--- config.mk ---
export PLATFORM = sky130hd
export DESIGN_NAME = music_box_state_scheduler
export DESIGN_NICKNAME = d
export VERILOG_FILES = /design/src/rtl/music_box_state_scheduler.sv
export SDC_FILE = /design/constraint.sdc
export NUM_CORES = 1
export LEC_CHECK = 0
export ABC_AREA = 1
export CAP_MARGIN = 15
export CORE_MARGIN = 8
export CORE_UTILIZATION = 43
export CTS_BUF_LIST = sky130_fd_sc_hd__clkbuf_16
export DETAILED_ROUTE_END_ITERATION = 8
export GPL_ROUTABILITY_DRIVEN = 0
export HOLD_SLACK_MARGIN = 0.08
export PLACE_DENSITY = 0.65
export SYNTH_ARGS = -nofsm -noshare
export SYNTH_HDL_FRONTEND = slang
export SYNTH_SLANG_ARGS = --single-unit
export TNS_END_PERCENT = 5
--- constraint.sdc ---
create_clock -name clock_50Mhz -period 2.15 [get_ports clock_50Mhz]
set_clock_uncertainty 0.2 [all_clocks]
set_input_delay 0.3225 -clock clock_50Mhz [delete_from_list [all_inputs] [get_ports clock_50Mhz]]
set_output_delay 0.3225 -clock clock_50Mhz [all_outputs]
set_load 0.05 [all_outputs]
--- src/rtl/music_box_state_scheduler.sv ---
// music_box_state_scheduler: debounces four keys and launches one state
// module at a time over currentState, returning to DoNothing (0) when done.
// Ports: clock_50Mhz, reset (sync, high), button_n[3:0] (active-low keys),
//   state_complete[7:0] -> currentState[4:0], busy, tick_1khz, debugString[31:0]
// Optional watchdog per state: define STATE_TIMEOUT_EN.
module music_box_state_scheduler #(
  parameter int CLK_HZ      = 50_000_000,
  parameter int TICK_HZ     = 1000,
  parameter int DEBOUNCE_MS = 20,
  parameter int HOLDOFF_MS  = 3,
  parameter int TIMEOUT_MS  = 60000
) (
  input  logic        clock_50Mhz,
  input  logic        reset,
  input  logic [3:0]  button_n,
  input  logic [7:0]  state_complete,
  output logic [4:0]  currentState,
  output logic        busy,
  output logic        tick_1khz,
  output logic [31:0] debugString
);

  localparam int DIV = CLK_HZ / TICK_HZ;
  localparam int DW  = $clog2(DIV);
  localparam int DBW =
    (DEBOUNCE_MS > 1) ? $clog2(DEBOUNCE_MS) : 1;
  localparam int HW  =
    (HOLDOFF_MS > 0) ? $clog2(HOLDOFF_MS + 1) : 1;

  localparam logic [DW-1:0]  DIV_LAST  = DW'(DIV - 1);
  localparam logic [DBW-1:0] DB_LAST   = DBW'(DEBOUNCE_MS - 1);
  localparam logic [HW-1:0]  HOLD_INIT = HW'(HOLDOFF_MS);

  typedef enum logic [1:0] {IDLE, HOLD, RUN} fsm_t;

  logic [DW-1:0]  div_cnt;
  logic [3:0]     key_s1, key_s2;
  logic [7:0]     sc_s1, sc_s2;
  logic [3:0]     key_acc, db_hit, press_evt;
  logic [DBW-1:0] db_cnt [4];
  logic [4:0]     launch_state;
  fsm_t           fsm;
  logic [HW-1:0]  hold_cnt;
  logic [14:0]    ms_cnt;
  logic           run_exit, wd_hit, timeout_flag;

  always_ff @(posedge clock_50Mhz) begin
    if (reset) begin
      div_cnt   <= '0;
      tick_1khz <= 1'b0;
    end else if (div_cnt == DIV_LAST) begin
      div_cnt   <= '0;
      tick_1khz <= 1'b1;
    end else begin
      div_cnt   <= div_cnt + 1'b1;
      tick_1khz <= 1'b0;
    end
  end

  // keys are inverted here so 1 means pressed from now on
  always_ff @(posedge clock_50Mhz) begin
    if (reset) begin
      key_s1 <= '0;
      key_s2 <= '0;
      sc_s1  <= '0;
      sc_s2  <= '0;
    end else begin
      key_s1 <= ~button_n;
      key_s2 <= key_s1;
      sc_s1  <= state_complete;
      sc_s2  <= sc_s1;
    end
  end

  // acceptance happens on the tick that completes the stable interval
  always_comb begin
    db_hit    = '0;
    press_evt = '0;
    for (int k = 0; k < 4; k++) begin
      db_hit[k] = (key_s2[k] != key_acc[k]) &&
                  ((DEBOUNCE_MS == 0) ||
                   (tick_1khz && db_cnt[k] == DB_LAST));
      press_evt[k] = db_hit[k] & key_s2[k];
    end
  end

  always_ff @(posedge clock_50Mhz) begin
    if (reset) begin
      key_acc <= '0;
      for (int k = 0; k < 4; k++) db_cnt[k] <= '0;
    end else begin
      for (int k = 0; k < 4; k++) begin
        if (db_hit[k]) begin
          key_acc[k] <= key_s2[k];
          db_cnt[k]  <= '0;
        end else if (key_s2[k] == key_acc[k]) begin
          db_cnt[k] <= '0;
        end else if (tick_1khz) begin
          db_cnt[k] <= db_cnt[k] + 1'b1;
        end
      end
    end
  end

  always_comb begin
    launch_state = 5'd0;
    priority case (1'b1)
      press_evt[0]: launch_state = 5'd2;
      press_evt[1]: launch_state = 5'd3;
      press_evt[2]: launch_state = 5'd4;
      press_evt[3]: launch_state = 5'd5;
      default:      launch_state = 5'd0;
    endcase
  end

  assign run_exit = (fsm == RUN) &&
                    ((|press_evt) || sc_s2[currentState[2:0]]);

`ifdef STATE_TIMEOUT_EN
  localparam int WW =
    (TIMEOUT_MS > 1) ? $clog2(TIMEOUT_MS) : 1;
  localparam logic [WW-1:0] WD_LAST = WW'(TIMEOUT_MS - 1);

  logic [WW-1:0] wd_cnt;

  assign wd_hit = (fsm != IDLE) && tick_1khz &&
                  (wd_cnt == WD_LAST);

  // a user exit on the same cycle wins, so the flag stays clear
  always_ff @(posedge clock_50Mhz) begin
    if (reset) begin
      wd_cnt       <= '0;
      timeout_flag <= 1'b0;
    end else if (fsm == IDLE) begin
      wd_cnt <= '0;
    end else if (wd_hit) begin
      wd_cnt <= '0;
      if (!run_exit) timeout_flag <= 1'b1;
    end else if (tick_1khz) begin
      wd_cnt <= wd_cnt + 1'b1;
    end
  end
`else
  assign wd_hit       = 1'b0;
  assign timeout_flag = 1'b0;
`endif

  always_ff @(posedge clock_50Mhz) begin
    if (reset) begin
      fsm          <= IDLE;
      currentState <= '0;
      busy         <= 1'b0;
      hold_cnt     <= '0;
      ms_cnt       <= '0;
    end else begin
      if (busy && tick_1khz && ms_cnt != 15'h7fff)
        ms_cnt <= ms_cnt + 1'b1;
      unique case (fsm)
        IDLE: begin
          if (|press_evt) begin
            fsm          <= HOLD;
            currentState <= launch_state;
            busy         <= 1'b1;
            hold_cnt     <= HOLD_INIT;
            ms_cnt       <= '0;
          end
        end
        HOLD: begin
          if (wd_hit) begin
            fsm          <= IDLE;
            currentState <= '0;
            busy         <= 1'b0;
          end else if (hold_cnt == '0) begin
            fsm <= RUN;
          end else if (tick_1khz) begin
            hold_cnt <= hold_cnt - 1'b1;
          end
        end
        RUN: begin
          if (run_exit || wd_hit) begin
            fsm          <= IDLE;
            currentState <= '0;
            busy         <= 1'b0;
          end
        end
        default: fsm <= IDLE;
      endcase
    end
  end

  assign debugString = {timeout_flag, ms_cnt, 7'd0,
                        key_acc, currentState};

endmodule
# ---- Word level (Yosys, flattened, before mapping)
# Memories as Yosys holds them, arrays and structs flattened.
# Cells that the tools add are included.
dict set report totals {
  elab_cells 166
  ramBits 20
  output_inout_bits 39
  mem_count 1
  ff_bits 70
}
# name depth width rd rd_clocked_by_memory_dff write_ports line
set memory_table {}
lappend memory_table {db_cnt 4 5 4 0 4 40} ;# logic [DBW-1:0] db_cnt [4];
dict set report classes {
  mux 83
  n_addsub 7
  magnitude_cmp 1
  eq_ne 21
  n_reduce_logical 21
  n_bitwise 17
}
# operator count
set ops {}
lappend ops {{2-to-1 mux 5 bit} 14}
lappend ops {{2-to-1 mux 1 bit} 51}
lappend ops {{2-to-1 mux 15 bit} 3}
lappend ops {{adder 5 x 1 -> 5 bit (second input constant)} 4}
lappend ops {{equality test 5 bit (second input constant)} 4}
lappend ops {{adder 16 x 1 -> 16 bit (second input constant)} 1}
lappend ops {{equality test 16 bit (second input constant)} 1}
lappend ops {{adder 15 x 1 -> 15 bit (second input constant)} 1}
lappend ops {{inequality test 15 bit (second input constant)} 1}
lappend ops {{2-to-1 mux 2 bit} 6}
lappend ops {{2-to-1 mux 3 bit} 4}
lappend ops {{OR 1 bit} 12}
lappend ops {{logical AND 1 bit} 11}
lappend ops {{inequality test 2 bit (second input constant)} 5}
lappend ops {{one-hot mux 5 bit (2 select lines)} 1}
lappend ops {{one-hot mux 2 bit (3 select lines)} 1}
lappend ops {{AND reduction 3 bit} 2}
lappend ops {{AND 1 bit} 4}
lappend ops {{equality test 1 bit} 4}
lappend ops {{logical NOT 2 bit} 2}
lappend ops {{< comparator 3 x 4 -> 1 bit (second input constant)} 1}
lappend ops {{inequality test 1 bit} 4}
lappend ops {{inverter 4 bit} 1}
lappend ops {{one-hot mux 2 bit (2 select lines)} 1}
lappend ops {{other kinds (10)} 11}

# ---- Logic depth before layout (Yosys ltp)
# Gate-level depths: netlist of run 1.
# An unclocked memory read counts as a cell.
dict set report logic_depth {
  ltp_word 11
  mapped_depth 11
  depth_no_buf 11
}

# ---- Worst setup path after synthesis of run 1
# Ideal clock, no wire load.
dict set report synth_path {
  path_type {reg-to-reg}
  start {register ms_cnt[1]}
  end {register ms_cnt[10]}
  stages_incl_launch_ff 11
  n_path_buf 1
  setup_ns 0.113
  required_ns 1.837
  slack_ns 0.056
  t_arrival_ns 1.781
  path_cell_list {dfxtp_1 ha_1 and3_1 buf_2 nand3_1 nor2_1 nand2_1 nor2_1 nand2_1 nand2_1 nor2_2}
}
dict set report synth_via {
  elab_chain_len 5
  elab_cells_between_ends 6
}
# element line
set synth_lines {}
lappend synth_lines {{from (decl)} 44} ;# logic [14:0] ms_cnt;
lappend synth_lines {{from (signal assigned)} 157} ;# ms_cnt <= ms_cnt + 1'b1;
lappend synth_lines {{branches (longest 2 deep; another with adder 15 x 1 -> 15 bit)} n/a}
lappend synth_lines {{2-to-1 mux 15 bit *} 156} ;# if (busy && tick_1khz && ms_cnt != 15'h7fff)
lappend synth_lines {{2-to-1 mux 15 bit} 160} ;# if (|press_evt) begin
lappend synth_lines {{2-to-1 mux 15 bit *} 158} ;# unique case (fsm)
# Every way passes the cells marked *.
# A chain may end at the register's enable or synchronous reset.

# ---- Final worst setup path of run 1
dict set report layout_path {
  start {register ms_cnt[8]}
  end {output port debugString[24]}
}
# element line
set layout_rtl {}
lappend layout_rtl {{to (decl)} 20} ;# output logic [31:0] debugString
# No word-level cell between the ends.

==> results of run 1 <==
final cells by class:
class | instances | area share (%)
clock inverters | 7 | 2.03
well taps | 133 | 3.37
repair buffers | 45 | 8.72
inverters | 71 | 5.45
clock buffers | 9 | 4.56
multi-input cells | 355 | 36.1
flip-flops and latches | 88 | 39.8
synth_stat cells (all sizes together):
cell type / number / area share (%)
a21oi: 31 / 4.2
a31oi: 1 / 0.15
and3: 1 / 0.15
buf: 22 / 4.3
clkbuf: 4 / 0.36
conb: 1 / 0.090
dfxtp: 68 / 33
edfxtp: 20 / 14
ha: 7 / 2.1
inv: 71 / 6.5
nand2: 115 / 11
nand3: 39 / 4.8
nand3b: 1 / 0.18
nand4: 10 / 1.7
nor2: 88 / 8.7
nor3: 12 / 2.0
nor3b: 2 / 0.36
nor4: 1 / 0.15
o21ai: 8 / 1.2
o21bai: 1 / 0.18
or2: 10 / 1.5
xnor2: 3 / 0.63
xor2: 13 / 2.7
kinds of logic (layout without fill, tap and decap cells):
group / count (synthesis) / in the layout
simple gates: 279 / 279
fa+ha+maj: 7 / 7
compound gates: 41 / 41
flops: 88 / 88
buf+inv: 97 / 132
other cells: 1 / 12
xor+xnor: 16 / 16
sequential cells by signal, indices dropped and copies added, names as in the netlist, 3 cells and up:
name,count
key_s1,4
key_s2,4
sc_s1,8
ms_cnt,15
db_cnt,20
currentState,3
sc_s2,8
key_acc,4
div_cnt,16
how the worst max path moves through the flow:
stage                 start  depth (start not counted)              end  slack [ns]
4_1_cts           ms_cnt[5]                          1  debugString[21]       0.007
3_3_place_gp          reset                          5      div_cnt[12]        0.21
3_5_place_dp          reset                          4     db_cnt[1][2]        0.14
2_1_floorplan     ms_cnt[1]                         10       ms_cnt[10]        0.06
5_1_grt        db_cnt[1][0]                          9  currentState[0]       -0.01
6_report          ms_cnt[8]                          1  debugString[24]        0.05
report_power, final:
part	internal (µW)	total, µW	switching, µW	leakage (µW)
Sequential	1720	1740	16.6	0.000793
Clock	1030	1700	666	0.000163
Combinational	46.1	147	101	0.00108
through the flow:
stage / total power, µW / setup WS [ns] / hold WS, ns
6_report: 3580 / 0.0479 / 0.200
5_1_grt: 3710 / -0.0125 / 0.218
4_1_cts: 3630 / 0.00705 / 0.204
3_5_place_dp: 1920 / 0.141 / 0.194
3_3_place_gp: 1920 / 0.205 / 0.194
2_1_floorplan: 1900 / 0.0558 / 0.188
layer usage:
layer  track usage (%)  vias to the layer above  part of all wire, %
li1                  -                     1722                    -
met1              14.3                     1452                   45
met2              22.2                       51                   50
met3              4.27                        9                  4.1
met4              3.99                        0                  1.5
met5                 0                        -                    0
timing repair:
action                                  CTS  global route
endpoints found under the setup margin    0             7
gates resized for setup                   0             6
endpoints found under the hold margin     0             0
==> results.md, run 1 <==
- Status: finished, final reports clean
- DR vias/cell: around 4.6
- Final non-filler cell total: 708
- I/O pins: 53
- Commonest non-fill, non-tap cell in the layout: nand2_1
- Worst slew pin tran: slightly above 0.5 ns
- Gr ovfl total: 0
- Multi-input logic area: between 1500 and 2000 µm²
- N_diodes: 0
- R2R cell count: 8
- Crit Reg-Reg Startpoint: db_cnt[1][0]
- Clock-pin slew on the worst setup and hold paths: 0.07 ns
- Max Freq: 0.476 GHz
- Die Y: ~110 µm
- Full die area: 13100 µm²
- Inst Count DP: 692
- Mux cell area share after synthesis: 0%
- Initial DRC Count: 152
- Post-route cell area: 4930 µm²
- Minimum clock period: around 2.1 ns
- Relative slew margins: roughly two thirds
- Unrepaired setup endpoints after global routing: yes
- Worst Path Required: 1.63 ns
- Post-CTS setup buffer count: 0
- Leak Pwr: 0.00204 µW
- Worst path top cell family by delay: buffers and inverters
- Cts hold-fix bufs: 0
- Hold Crit Depth: 2
- HPWL Detailed: 5870 µm
- H-tree Lvls: 3
- Largest net degree at the start of global routing: 30
- Crit-path max FO: 5
- Worst path cell trace: clkdlybuf4s50_1
- Worst skew pair latency: 0.34 ns
- Register area: between 1500 and 2000 µm²
- Port bufs: 40
- Antenna violations before repair: 0
- Hold wc startpoint: sc_s1[3]
- Num rows: 36
- HP Class: register to register
- Worst R2R Setup Slack: between 0.15 and 0.2 ns
- Syn. warnings: 0
- Crit path buf inv count: 1
- CTS max path bufs: 2
- GRT Util Overall: 12.7%
- Fillers: about 930
- Commonest non-fill, non-tap cells in the layout: 107 x nand2_1, 76 x nor2_1, 68 x dfxtp_1, 66 x inv_1, 38 x nand3_1
- Area delta synth->final: 18.5%
- Nets@finish: around 600
- CTS Buf Count: 9
- Synth Area in Adders: 2.10%
- Initial DRT Pass Iterations: 5
- Crit Path Class: register to primary output
- WL/cell: 11.1 µm
- Synth Cell Area: ~4200 µm²
- Final setup vio count: 0
- Final ANT Viol Nets: 0
- Mapped Cells: 529
- Residual DRC count: 0
- Largest family of logic cells by synthesized area: simple AND/OR/NAND/NOR gates
- Critical path arrival: 1.58 ns
- Clock root buffer: clkbuf_16
- Final setup TNS: 0 ns
- Placed inst area: 4590 µm²
- Synth Area in XOR/XNOR: around 3.4%
- Crit share post-route: 97.8%
- Total power density per cell area: 726 nW/µm²
- CTS tree: done
- Max-cap violations: 0
- Worst vdd ir: 0.474 mV
- Crit-path max cell delay: around 0.83 ns
- Core Box Area: between 9000 and 10000 µm²
- Post-synthesis compound-gate area fraction: 5.74%
- Seq/Total Area, Yosys: 47.1%
- #FFs+latches synth: 88
- Avg Cell Area, Syn: roughly 8 µm²
- Fin. max-slew vios: 0
- Die X: 114 µm
- Startpoint Class: register
- Vias in the first global route: 3076
- Simple-gate share of the synthesized area: 30.5%
- CP max-delay cell: clkdlybuf4s50_1
- Share of cells above drive strength 1: 13.0%
- Worst R2R End: ms_cnt[1]
- Vias: ~3200
- Endpoint type of the worst setup path: primary output
- Final hold vios: 0
- First-pass GRT wire length: 13500 µm
- Initial Util: a little over two fifths
- Hold Path End: sc_s2[3]
- Final core utilization: 51.4%
- # clock sinks: roughly 90
- DRT Wirelength: 7840 µm
- Netlist cell types: 38
Note: power is estimated with default switching activity, not from simulation.
==> run 2: changes to the inputs <==
PLACE_DENSITY = 0.66   (was 0.65)
==> results.md, run 2 (same netlist as run 1, synthesis figures left out) <==
- Initial DRC Count: 99 (was 152)
- Worst R2R Setup Slack: 0.18 ns (was 0.16 ns)
- Vias: 3264 (was 3234)
- Vias in the first global route: 3076 (unchanged)
- Worst R2R End: currentState[0] (was ms_cnt[1])
- Critical path arrival: 1.58 ns (about the same)
- CTS max path bufs: 2 (unchanged)
- Die Y: 114 µm (unchanged)
- Final ANT Viol Nets: 0 (unchanged)
- GRT Util Overall: 12.7% (about the same)
- Full die area: 13100 µm² (unchanged)
- DR vias/cell: 4.63 (was 4.57)
- Worst vdd ir: 0.439 mV (was 0.474 mV)
- Crit-path max FO: 5 (unchanged)
- Hold wc startpoint: sc_s1[1] (was sc_s1[3])
- Int Pwr: 2550 µW (was 2800 µW)
- R2R cell count: 9 (was 8)
- H-tree Lvls: 3 (unchanged)
- Crit share post-route: 97.7% (was 97.8%)
- Unrepaired setup endpoints after global routing: yes (unchanged)
- HP Class: register to register (unchanged)
- Worst path top cell family by delay: buffers and inverters (unchanged)
- Clock root buffer: clkbuf_16 (unchanged)
- Minimum clock period: 2.10 ns (about the same)
- Port bufs: 40 (unchanged)
- Gr ovfl total: 0 (unchanged)
- WL/cell: 11.3 µm (was 11.1 µm)
- Worst Path Required: 1.63 ns (about the same)
- Worst slew pin tran: 0.518 ns (was 0.512 ns)
- CTS Buf Count: 9 (unchanged)
- Area delta synth->final: 16.9% (was 18.5%)
- Crit Path Class: register to primary output (unchanged)
- Largest net degree at the start of global routing: 22 (was 30)
- Relative slew margins: 65.4% (was 65.7%)
- Post-route cell area: 4870 µm² (was 4930 µm²)
- Total power density per cell area: 681 nW/µm² (was 726 nW/µm²)
- Largest reg by FF count: db_cnt (unchanged)
- Cts hold-fix bufs: 0 (unchanged)
- Max-cap violations: 0 (unchanged)
- DRT Wirelength: 7980 µm (was 7840 µm)
- N_diodes: 0 (unchanged)
- Initial Util: 43.4% (unchanged)
- Fillers: 935 (was 929)
- Final hold vios: 0 (unchanged)
- Worst skew pair latency: 0.33 ns (was 0.34 ns)
- Final setup vio count: 0 (unchanged)
- Num rows: 36 (unchanged)
- Gate power share: 4.4% (was 4.1%)
- CTS tree: done (unchanged)
- I/O pins: 53 (unchanged)
- CP max-delay cell: clkdlybuf4s50_1 (unchanged)
- Total power: 3310 µW (was 3580 µW)
- Flip-flop count of the largest register after layout: 20 (unchanged)
- Commonest non-fill, non-tap cell in the layout: nand2_1 (unchanged)
- Max Freq: 0.476 GHz (about the same)
- # clock sinks: 88 (unchanged)
- Status: finished, final reports clean (unchanged)
- Crit Reg-Reg Startpoint: db_cnt[0][0] (was db_cnt[1][0])
- Post-CTS setup buffer count: 0 (unchanged)
- HPWL Detailed: 5950 µm (was 5870 µm)
- Power share of the clock group: 43.1% (was 47.4%)
- Reg power frac: 52.4% (was 48.5%)
- Worst path cell trace: clkdlybuf4s50_1 (unchanged)
- Leak Pwr: 0.00198 µW (was 0.00204 µW)
- Hold Crit Depth: 2 (unchanged)
- Initial DRT Pass Iterations: 4 (was 5)
- Residual DRC count: 0 (unchanged)
- Crit-path max cell delay: 0.84 ns (was 0.83 ns)
- Antenna violations before repair: 0 (unchanged)
- Share of cells above drive strength 1: 12.1% (was 13.0%)
- Endpoint type of the worst setup path: primary output (unchanged)
- Sw power: 765 µW (was 783 µW)
- Core Box Area: 9590 µm² (unchanged)
- Clock-pin slew on the worst setup and hold paths: 0.07 ns (about the same)
- Switching part of the total: 23.1% (was 21.9%)
- Die X: 114 µm (unchanged)
- Fin. max-slew vios: 0 (unchanged)
- Hold Path End: sc_s2[1] (was sc_s2[3])
- Placed inst area: 4570 µm² (was 4590 µm²)
- Inst Count DP: 689 (was 692)
- Nets@finish: 588 (was 591)
- Startpoint Class: register (unchanged)
- Top flop regs: db_cnt: 20 flops, div_cnt: 16 flops, ms_cnt: 15 flops (unchanged)
- Crit path buf inv count: 1 (unchanged)
- First-pass GRT wire length: 13600 µm (was 13500 µm)
- Final non-filler cell total: 705 (was 708)
- Commonest non-fill, non-tap cells in the layout: 107 x nand2_1, 76 x nor2_1, 68 x dfxtp_1, 67 x inv_1, 38 x nand3_1 (was 107 x nand2_1, 76 x nor2_1, 68 x dfxtp_1, 66 x inv_1, 38 x nand3_1)
-- run 2: changes by cell type in the layout (fill, tap and decap cells not counted), sizes merged, moves of 2 or more --
cell	delta
buf	-4
clkdlybuf4s50	+2
bufinv	-2
clkinv	+2
-- run 2: what timing repair did --
item / CTS / global route
gates resized for setup: 0 / 6
setup endpoints to repair: 0 / 12
hold endpoints to repair: 0 / 0
-- run 2: area by class of cell --
cell class | instances | area [µm²] | area share [%]
clock buffers | 9 | 225 | 4.63
inverters | 71 | 269 | 5.53
multi-input cells | 355 | 1790 | 36.8
clock inverters | 7 | 46.3 | 0.951
repair buffers | 42 | 408 | 8.38
flip-flops and latches | 88 | 1960 | 40.3
well taps | 133 | 166 | 3.42
-- run 2: worst max-delay path by stage --
stage | from | end | slack, ns | cells after the start
floorplan | ms_cnt[1] | ms_cnt[10] | 0.06 | 10
global placement | reset | div_cnt[5] | 0.05 | 4
detailed placement | reset | div_cnt[2] | 0.02 | 4
CTS | ms_cnt[5] | debugString[21] | 0.02 | 1
global route | db_cnt[0][0] | currentState[0] | -0.02 | 9
finish | currentState[2] | debugString[2] | 0.05 | 1
-- run 2: power groups by stage --
stage	Combinational (µW)	Clock, µW	Sequential [µW]
floorplan	128	0	1770
global placement	144	0	1770
detailed placement	147	0	1770
CTS	147	1460	1740
global route	163	1530	1740
finish	147	1430	1740
-- run 2: through the flow --
stage / TNS, ns / util (%) / setup WS (ns) / hold WS [ns]
finish: 0 / 50.7 / 0.0499 / 0.204
floorplan: 0 / - / 0.0558 / 0.188
global route: -0.0200 / 50.7 / -0.0200 / 0.219
CTS: 0 / 50.5 / 0.0193 / 0.207
global placement: 0 / 47.7 / 0.0455 / 0.193
detailed placement: 0 / 47.7 / 0.0223 / 0.197
-- run 2: per-layer routing --
metal	vias up	wire length, µm	part of all wire, %	GRT usage (%)
li1	1716	-	-	-
met3	11	349	4.4	3.59
met5	-	0	0	0
met1	1488	3570	45	14.5
met4	0	107	1.3	4.44
met2	49	3960	50	21.9
